$ cat src/rtl/priority_arbiter.sv
// priority_arbiter: registered N-way arbiter with a valid/ready grant handshake.
// Each grant picks either fixed priority (bit N-1 highest) or round-robin from
// an internal pointer. A grant is held stable until the consumer accepts it,
// and back-to-back grants issue one per cycle while requests keep arriving.
module priority_arbiter #(
    parameter int N  = 8,
    parameter int IW = $clog2(N)
) (
    input  logic          clk,
    input  logic          rst_n,
    input  logic [N-1:0]  req,
    input  logic          mode,
    input  logic          grant_ready,
    output logic          grant_valid,
    output logic [IW-1:0] grant_idx,
    output logic [N-1:0]  grant_onehot
);

    typedef enum logic {
        IDLE = 1'b0,
        HOLD = 1'b1
    } state_t;

    state_t          state, state_n;
    logic [IW-1:0]   ptr, ptr_n;
    logic            mode_q, mode_n;
    logic [IW-1:0]   idx_n;
    logic [N-1:0]    onehot_n;

    logic [IW-1:0]   ptr_accept;   // pointer value after accepting the held grant
    logic [IW-1:0]   ptr_eff;      // pointer the winner search uses this cycle
    logic [N-1:0]    rr_mask;      // request bits at or below ptr_eff
    logic [IW-1:0]   winner;
    logic            accept;

    // Highest-index set bit of v; returns 0 when v is empty.
    function automatic logic [IW-1:0] highest_set(input logic [N-1:0] v);
        logic [IW-1:0] idx;
        idx = '0;
        for (int i = 0; i < N; i++) begin
            if (v[i]) idx = IW'(i);
        end
        return idx;
    endfunction

    assign accept = (state == HOLD) && grant_ready;

    // Pointer update: the next round-robin search starts just below the grant
    // that completed, wrapping from 0 to N-1; fixed-mode grants leave it alone.
    always_comb begin
        ptr_accept = ptr;
        if (mode_q) begin
            ptr_accept = (grant_idx == '0) ? IW'(N - 1) : grant_idx - IW'(1);
        end
        ptr_eff = accept ? ptr_accept : ptr;
    end

    // Winner search. Round-robin scans ptr_eff down to 0, then wraps to N-1:
    // the highest set bit at or below ptr_eff wins, and if there is none, the
    // highest set bit overall (necessarily above ptr_eff) wins.
    always_comb begin
        rr_mask = '0;
        for (int i = 0; i < N; i++) begin
            rr_mask[i] = (i <= int'(ptr_eff));
        end
        if (mode && |(req & rr_mask)) begin
            winner = highest_set(req & rr_mask);
        end else begin
            winner = highest_set(req);
        end
    end

    // Next-state and next-output logic for the IDLE/HOLD handshake.
    always_comb begin
        // NOTE: every signal gets a default first so no path leaves it unassigned (no latch).
        state_n  = state;
        ptr_n    = ptr;
        mode_n   = mode_q;
        idx_n    = grant_idx;
        onehot_n = grant_onehot;
        case (state)
            IDLE: begin
                if (|req) begin
                    state_n  = HOLD;
                    mode_n   = mode;
                    idx_n    = winner;
                    onehot_n = {{(N-1){1'b0}}, 1'b1} << winner;
                end
            end
            HOLD: begin
                if (grant_ready) begin
                    ptr_n = ptr_accept;
                    if (|req) begin
                        mode_n   = mode;
                        idx_n    = winner;
                        onehot_n = {{(N-1){1'b0}}, 1'b1} << winner;
                    end else begin
                        state_n  = IDLE;
                        onehot_n = '0;
                    end
                end
            end
            default: state_n = IDLE;
        endcase
    end

    // State and output registers; reset discards any pending grant.
    always_ff @(posedge clk or negedge rst_n) begin
        if (!rst_n) begin
            state        <= IDLE;
            ptr          <= IW'(N - 1);
            mode_q       <= 1'b0;
            grant_idx    <= '0;
            grant_onehot <= '0;
        end else begin
            // NOTE: non-blocking assignments so every register samples pre-edge values.
            state        <= state_n;
            ptr          <= ptr_n;
            mode_q       <= mode_n;
            grant_idx    <= idx_n;
            grant_onehot <= onehot_n;
        end
    end

    assign grant_valid = (state == HOLD);

endmodule

$ cat config.mk
export PLATFORM = sky130hd
export DESIGN_NAME = priority_arbiter
export DESIGN_NICKNAME = d
export VERILOG_FILES = /design/src/rtl/priority_arbiter.sv
export SDC_FILE = /design/constraint.sdc
export NUM_CORES = 1
export LEC_CHECK = 0
export CORE_UTILIZATION = 30
export DETAILED_ROUTE_END_ITERATION = 6
export DONT_BUFFER_PORTS = 1
export SLEW_MARGIN = 20
export SYNTH_ARGS = -nofsm -noshare
export SYNTH_HDL_FRONTEND = slang
export SYNTH_SLANG_ARGS = --single-unit
$ cat constraint.sdc
create_clock -name clk -period 3.3 [get_ports clk]
set_clock_uncertainty 0.2 [all_clocks]
set_input_delay 0.66 -clock clk [delete_from_list [all_inputs] [get_ports clk]]
set_output_delay 0.66 -clock clk [all_outputs]
set_load 0.02 [all_outputs]
* Yosys cells after proc, flatten, opt, wreduce, memory -nomap -nowiden
Cells that the tools add are included.
** Operators by class
- Add/sub/neg operators :: 1
- Multipliers :: 0
- Divide/modulo/power cells :: 0
- $lt $le $gt $ge :: 7
- Eq/ne operators :: 2
- Shift-type cells :: 1
- Muxes and demuxes :: 31
- Bitwise operators :: 2
- Reductions and logical operators :: 7
** Operators by type and width (number)
- 3-bit two-way mux :: 18
- 8-bit two-way mux :: 3
- 8-bit case mux with 2 select lines :: 1
- 8-bit OR reduction :: 2
- 3-bit less-or-equal comparator (first input constant) :: 4
- 8-bit AND :: 1
- 1-bit by 3-bit << shifter with 8-bit output (first input constant) :: 1
- 2-bit by 3-bit less-or-equal comparator with 1-bit output (first input constant) :: 2
- 1-bit two-way mux :: 6
- 3-bit case mux with 2 select lines :: 1
- 2-bit inequality test (second input constant) :: 2
- 1-bit case mux with 2 select lines :: 2
- 2-bit AND reduction :: 2
- 1-bit by 3-bit less-or-equal comparator with 1-bit output (first input constant) :: 1
- 3-bit logical NOT :: 1
- 3-bit by 1-bit subtractor with 3-bit output (second input constant) :: 1
- 1-bit logical AND :: 2
- 1-bit inverter :: 1
** Storage, ports and cells
- Register bits :: 16
- Latch bits :: 0
- Memory bits (writable) :: 0
- Bits in read-only memories :: 0
- Input port bits :: 12
- Output and inout port bits :: 12
- Logic and storage cells :: 56
- Memories :: 0

* Depth between registers and ports, before layout
Gate-level depths: netlist of run 1.
- Depth in word-level cells :: 18
- Depth in mapped cells :: 10
- Mapped depth without buffers :: 10

* Worst setup path after synthesis of run 1
No wires, ideal clock.
- Path kind :: reg2reg
- Start :: register grant_idx[0]
- End :: register grant_onehot[1]
- Library setup time :: 92 ps
- Arrival :: 2780 ps
- Data required time :: 3008 ps
- Slack :: 228 ps
- Stages on the path, launching flop included :: 11
- Path buffers :: 0
- Clock period less this slack :: 3072 ps
- Cell sequence :: dfrtp_1 inv_1 ha_1 ha_1 nor2b_1 nand4_1 a31o_1 o41a_1 o21a_1 and2_4 o31ai_2
** Between the ends
- Longest elaborated chain between the ends :: 18
- Elaborated cells on any way between the ends :: 28
- Classes of those cells :: 1 x add/sub; 7 x order compare; 1 x shift; 15 x mux; 1 x bitwise; 3 x reduce/logical
** RTL lines
- from (decl) :: line 15 : output logic [IW-1:0] grant_idx,
- from (signal assigned) :: line 120 : grant_idx <= idx_n;
- 3-bit by 1-bit subtractor with 3-bit output / 3-bit logical NOT (equally long branches) :: line 53 : ptr_accept = (grant_idx == '0) ? IW'(N - 1) : grant_idx - IW'(1);
- 3-bit two-way mux * :: line 53
- 3-bit two-way mux * :: line 52 : if (mode_q) begin
- 3-bit two-way mux * :: line 55 : ptr_eff = accept ? ptr_accept : ptr;
- 1-bit by 3-bit less-or-equal comparator with 1-bit output :: line 64 : rr_mask[i] = (i <= int'(ptr_eff));
- 8-bit AND * :: line 66, 67
- 1-bit two-way mux :: line 41 : if (v[i]) idx = IW'(i);
- 3-bit two-way mux (6 in a row) :: line 41
- 3-bit two-way mux * :: line 66 : if (mode && |(req & rr_mask)) begin
- 1-bit by 3-bit << shifter with 8-bit output * :: line 87, 96
- 8-bit two-way mux :: line 93 : if (|req) begin
- 8-bit two-way mux :: line 91 : if (grant_ready) begin
- 8-bit case mux with 2 select lines * :: line 81 : case (state)
- to (signal assigned) :: line 121 : grant_onehot <= onehot_n;
- to (decl) :: line 16 : output logic [N-1:0] grant_onehot
Mark *: on every way between the ends. The rest lies on a longest branch, timed or not. The select of a mux whose other input is x is not followed.
A chain may end at the register's enable or synchronous reset.

* Worst setup path after layout of run 1
- Start :: register grant_idx[0]
- End :: register grant_onehot[7]
Same word-level chain as after synthesis.

==> flow_metrics.env, run 1 <==
export IMPL_path_clk_slew_ps=70
export IMPL_required_ps=3260
export IMPL_coreArea_mm2=0.00372
export IMPL_avgRoutedWirePerCell_um=16.3
export IMPL_gp_congestion=0.860
export IMPL_grt_pass1_vias=1141
export IMPL_n_antenna_cell=0
export IMPL_end_kind="register"
export IMPL_fin_crit_ps=3130
export IMPL_cts_hold_buf=1
export IMPL_startpoint_type="register"
export IMPL_p_leak_nw=0.588
export IMPL_cts_buffers=3
export IMPL_port_buffers=0
export IMPL_area_growth_pct=14.8
export IMPL_crit_family="compound AO/OA/AOI/OAI gates"
export IMPL_cts_max_level=1
export IMPL_slowest_stage="o41a_1"
export IMPL_placed_cell_area_mm2=0.00130
export IMPL_cts_resized=0
export IMPL_cp_common_cell="ha_1"
export IMPL_grt_pass1_wl_mm=5.33
export IMPL_post_route_period_util_pct=94.9
export IMPL_syn_num_nets=156
export IMPL_num_rows=22
export IMPL_cp_max_fo=7
export IMPL_peakVddDrop_mv=0.403
export IMPL_cts_setup_buffers=0
export IMPL_fin_nets=168
export IMPL_hold_ws_ps=50.5
export IMPL_yosys_top_cells_area="dfrtp_1, nand2_1, dfstp_2, o31ai_2, o21ai_0"
export IMPL_cp_cell_sequence="inv_1 > ha_1 > ha_1 > nor2b_1 > nand4_1 > a31o_1 > o41a_1 > o21a_1 > and2_4 > o31ai_2"
export IMPL_fp_dieArea_mm2=0.00421
export IMPL_seq_area_um2=404
export IMPL_r2r_slack_ps=170
export IMPL_fin_area_mm2=0.00136
export IMPL_slew_headroom_pct=60.2
export IMPL_reg2reg_from="grant_idx[0]"
export IMPL_drv_slew=0
export IMPL_finalPower_mw=0.995
export IMPL_drtPass1Iterations=4
export IMPL_syn_area_mm2=0.00119
export IMPL_final_common_cell="nand2_1"
export IMPL_start_util_pct=32.0
export IMPL_fp_dieH_um=64.9
export IMPL_die_w_um=64.9
export IMPL_final_util_pct=36.7
export IMPL_num_vias=1170
export IMPL_hp_class="input port to asynchronous set/reset pin"
export IMPL_setup_viol=0
export IMPL_insertion_delay_ps=250
export IMPL_grt_ovfl_total=0
export IMPL_layout_drive_gt1_share_pct=15.0
export IMPL_slowest_delay_ps=540
export IMPL_criticalPathCategory="register to register"
export IMPL_cts_root_buf="clkbuf_8"
export IMPL_synth_top_cell_area_share_pct=27.4
export IMPL_hold_viol_final=0
export IMPL_multi_input_area_um2=739
export IMPL_pwr_density_cell_mw_per_mm2=730
export IMPL_fmax_mhz=319
export IMPL_hpwlAfterDp_mm=2.53
export IMPL_synth_cell_types=43
export IMPL_synth_cells=142
export IMPL_fill_cells=398
export IMPL_wl_mm=3.27
export IMPL_detail_route_antenna_nets=0
export IMPL_drt_iter0_drc=56
export IMPL_worstMarginPinSlew_ps=595
export IMPL_ys_seq_area_share_pct=34.0
export IMPL_drv_cap=0
export IMPL_cts_sinks=16
export IMPL_grt_max_degree=14
export IMPL_num_io_pins=24
export IMPL_syn_area_per_cell_um2=8.36
export IMPL_cts_tree="yes"
export IMPL_worstPathArrival_ps=3090
export IMPL_rsz0062_at_grt="no"
export IMPL_tns_ps=0
export IMPL_status="finished, final reports clean"
export IMPL_synth_top_cell_by_area="dfrtp_1"
export IMPL_crit_buf_inv=1
export IMPL_yosysWarnings=0
export IMPL_remaining_drc_errors=0
export IMPL_synth_seq_cells=16
export IMPL_antenna_found_initial=0
export IMPL_layout_common_cells="nand2_1, dfrtp_1, inv_1"
export IMPL_via_per_inst=5.82
export IMPL_track_usage_pct=16.5
export IMPL_crit_start="grant_idx[0]"
export IMPL_clock_path_buffers=2
-- metrics by stage --
stage / instances / worst slack, ps
after global routing: 201 / 24.8
after global placement: 196 / 262
after detailed placement: 196 / 189
after floorplan: 142 / 228
after CTS: 201 / 180
final: 201 / 167
-- kinds of logic (layout without fill, tap and decap cells) --
family / after synthesis / in the layout / share of synthesized area [%]
and+or+nand+nor: 61 / 61 / 25.3
AOI/OAI and AO/OA: 48 / 48 / 31.3
DFF: 16 / 16 / 34.0
buffers and inverters: 11 / 22 / 3.69
muxes: 4 / 4 / 3.58
adders and majority gates: 2 / 2 / 2.11
-- routing by layer --
layer  wire [µm]  GRT usage (%)  share of wire, %  vias to the layer above
li1            -              -                 -                      560
met1        1400           19.6                43                      572
met2        1690           29.8                52                       36
met3         158           5.11               4.8                        2
met4          19           1.67              0.58                        0
met5           0              0                 0                        -
-- final timing paths --
path	endpoint	cells after the start
setup / recovery	grant_onehot[7]	10
hold / removal	ptr[1]	0
setup reg to reg	grant_onehot[7]	10
hold reg to reg	mode_q	2
max in group asynchronous	grant_onehot[3]	1
min in group clk	mode_q	2
-- cell usage after synthesis (all sizes together) --
| cell | number |
|---|---|
| nand3 | 3 |
| a2111oi | 1 |
| mux2i | 2 |
| nand2b | 4 |
| o32a | 1 |
| a211oi | 2 |
| o41a | 1 |
| nor4 | 2 |
| o21bai | 2 |
| nor2 | 6 |
| a22o | 2 |
| buf | 2 |
| mux2 | 2 |
| o211a | 1 |
| nor2b | 4 |
| dfrtp | 13 |
| o21ai | 9 |
| a31oi | 1 |
| o21a | 3 |
| nor3 | 5 |
| a311oi | 1 |
| and3 | 4 |
| a32oi | 1 |
| inv | 9 |
| a31o | 1 |
| a22oi | 2 |
| nand2 | 24 |
| o31ai | 6 |
| a221o | 1 |
| and2 | 2 |
| ha | 2 |
| o32ai | 1 |
| or4 | 1 |
| dfstp | 3 |
| nand4 | 6 |
| a21o | 1 |
| a21oi | 5 |
| a221oi | 1 |
| a211o | 1 |
| o211ai | 4 |
-- cell type report --
type | count | area share (%)
multi-input cells | 115 | 54.3
flip-flops and latches | 16 | 29.7
repair buffers | 9 | 5.14
well taps | 48 | 4.41
clock buffers | 4 | 4.04
inverters | 9 | 2.48
-- state kept, by name, indices dropped and copies added (netlist names) --
signal and count:
grant_valid 1, grant_onehot 8, grant_idx 3, ptr 3, mode_q 1
-- power by group --
| group | internal [mW] | switching [mW] |
|---|---|---|
| clock network | 0.106 | 0.0694 |
| registers | 0.268 | 0.0983 |
| logic | 0.186 | 0.268 |
| total | 0.560 | 0.435 |
Note: power is estimated with default switching activity, not from simulation.
==> run 2: changes to the inputs <==
--- a/config.mk
+++ b/config.mk
@@ -6,7 +6,9 @@
 export NUM_CORES = 1
 export LEC_CHECK = 0
+export CAP_MARGIN = 30
 export CORE_UTILIZATION = 30
 export DETAILED_ROUTE_END_ITERATION = 6
 export DONT_BUFFER_PORTS = 1
+export GPL_TIMING_DRIVEN = 1
 export SLEW_MARGIN = 20
 export SYNTH_ARGS = -nofsm -noshare
==> constraint.sdc (replaced) <==
create_clock -name clk -period 3.3 [get_ports clk]
set_clock_uncertainty 0.2 [all_clocks]
set_input_delay 0.66 -clock clk [delete_from_list [all_inputs] [get_ports clk]]
set_output_delay 0.66 -clock clk [all_outputs]
set_load 0.005 [all_outputs]
==> run 2 against run 1 <==
Register-to-register slack gained 70 ps. Fmax grew 2.2%. Worst setup slack gained 67 ps. Wire length decreased by 6.8%. Utilization is 0.88 points lower. Critical path type unchanged. Largest power group unchanged. Combinational power down 7.3%.
==> flow_metrics.env, run 2 (synthesis results as in run 1) <==
export IMPL_status="finished, final reports clean"
export IMPL_p_comb_share_pct=46.5
export IMPL_hold_viol_final=0
export IMPL_p_sw_mw=0.372
export IMPL_dp_cells=193
export IMPL_num_rows=22
export IMPL_required_ps=3250
export IMPL_path_clk_slew_ps=60
export IMPL_worstPathArrival_ps=3020
export IMPL_multi_input_area_um2=739
export IMPL_grt_pass1_wl_mm=5.13
export IMPL_cts_tree="yes"
export IMPL_r2r_slack_ps=230
export IMPL_fin_nets=165
export IMPL_antenna_found_initial=0
export IMPL_seq_area_um2=404
export IMPL_start_util_pct=32.0
export IMPL_remaining_drc_errors=0
export IMPL_cts_buffers=3
export IMPL_track_usage_pct=15.8
export IMPL_coreArea_mm2=0.00372
export IMPL_pwr_density_cell_mw_per_mm2=681
export IMPL_seq_power_share_pct=37.0
export IMPL_detail_route_antenna_nets=0
export IMPL_cts_root_buf="clkbuf_8"
export IMPL_final_common_cell="nand2_1"
export IMPL_cp_max_fo=6
export IMPL_swShare_pct=41.1
export IMPL_largest_reg_flops=8
export IMPL_drt_iter0_drc=41
export IMPL_clock_path_buffers=2
export IMPL_grt_ovfl_total=0
export IMPL_fmax_mhz=326
export IMPL_cts_hold_buf=1
export IMPL_p_clk_share_pct=16.5
export IMPL_hp_class="input port to asynchronous set/reset pin"
export IMPL_p_int_mw=0.533
export IMPL_cts_setup_buffers=0
export IMPL_grt_pass1_vias=1117
export IMPL_via_per_inst=5.83
export IMPL_insertion_delay_ps=250
export IMPL_drtPass1Iterations=4
export IMPL_gp_congestion=0.881
export IMPL_grt_max_degree=15
export IMPL_worstMarginPinSlew_ps=591
export IMPL_end_kind="register"
export IMPL_layout_drive_gt1_share_pct=12.7
export IMPL_num_vias=1154
export IMPL_hpwlAfterDp_mm=2.41
export IMPL_tns_ps=0
export IMPL_cts_sinks=16
export IMPL_die_w_um=64.9
export IMPL_avgRoutedWirePerCell_um=15.4
export IMPL_fill_cells=382
export IMPL_cts_max_level=1
export IMPL_reg_largest_list="grant_onehot (8), grant_idx (3), ptr (3)"
export IMPL_port_buffers=0
export IMPL_rsz0062_at_grt="no"
export IMPL_drv_cap=0
export IMPL_n_antenna_cell=0
export IMPL_peakVddDrop_mv=0.250
export IMPL_post_route_period_util_pct=92.9
export IMPL_layout_common_cells="nand2_1, dfrtp_1, inv_1"
export IMPL_area_growth_pct=12.0
export IMPL_fin_cells=198
export IMPL_setup_viol=0
export IMPL_criticalPathCategory="register to register"
export IMPL_startpoint_type="register"
export IMPL_regMostFlops="grant_onehot"
export IMPL_fin_crit_ps=3070
export IMPL_drv_slew=0
export IMPL_p_leak_nw=0.568
export IMPL_num_io_pins=24
export IMPL_wl_mm=3.05
export IMPL_slew_headroom_pct=60.3
export IMPL_cts_resized=0
export IMPL_fp_dieH_um=64.9
export IMPL_fp_dieArea_mm2=0.00421
run 2: path summary, 6_finish.rpt:
| path | start | endpoint | cells after the start |
|---|---|---|---|
| max in group asynchronous | rst_n | grant_valid | 1 |
| min reg2reg | grant_onehot[5] | grant_onehot[5] | 2 |
| min | rst_n | ptr[0] | 0 |
| max | grant_idx[1] | grant_onehot[7] | 10 |
| min in group clk | grant_onehot[5] | grant_onehot[5] | 2 |
| max reg2reg | grant_idx[1] | grant_onehot[7] | 10 |
run 2: critical path, stage by stage, from the launching register on:
cell and delay, ps:
dfrtp_1 380, inv_1 60, ha_1 170, ha_1 350
nor2b_1 290, nand4_1 130, a31o_1 280, o41a_1 460
o21a_1 210, and2_4 190, o31ai_2 250
run 2: through the flow:
stage | setup WS [ps] | util, % | hold WS (ps) | power (mW) | area [µm²]
global route | 61.2 | 35.8 | 38.2 | 0.975 | 1330
CTS | 225 | 35.8 | 47.2 | 0.911 | 1330
floorplan | 349 | - | 164 | 0.635 | 1190
global placement | 264 | 34.3 | 165 | 0.754 | 1270
detailed placement | 219 | 34.3 | 165 | 0.753 | 1270
finish | 234 | 35.8 | 50.9 | 0.905 | 1330
run 2: metal layers:
layer | global-route usage [%] | vias up | wire length, µm
met4 | 5.56 | 0 | 70
met3 | 4.23 | 8 | 130
met5 | 0 | - | 0
met2 | 26.6 | 27 | 1500
li1 | - | 555 | -
met1 | 19.1 | 564 | 1350
run 2: power groups by stage:
stage | clock [mW] | combinational (mW) | sequential [mW]
2_1_floorplan | 0 | 0.317 | 0.318
3_3_place_gp | 0 | 0.414 | 0.340
3_5_place_dp | 0 | 0.416 | 0.337
4_1_cts | 0.155 | 0.422 | 0.335
5_1_grt | 0.164 | 0.469 | 0.342
6_report | 0.149 | 0.421 | 0.335
run 2: layout make-up:
type	count	share of cell area (%)
tap	48	4.52
clock buffer	4	3.39
inverter	9	2.54
sequential	16	30.4
multi-input combinational	115	55.6
timing repair buffer	6	3.57
==> run 3: changes to the inputs <==
Settings changed: SKIP_LAST_GASP from default to 1.
==> results of run 3 <==
The final DEF is identical to that of run 2; final timing and power are the same.
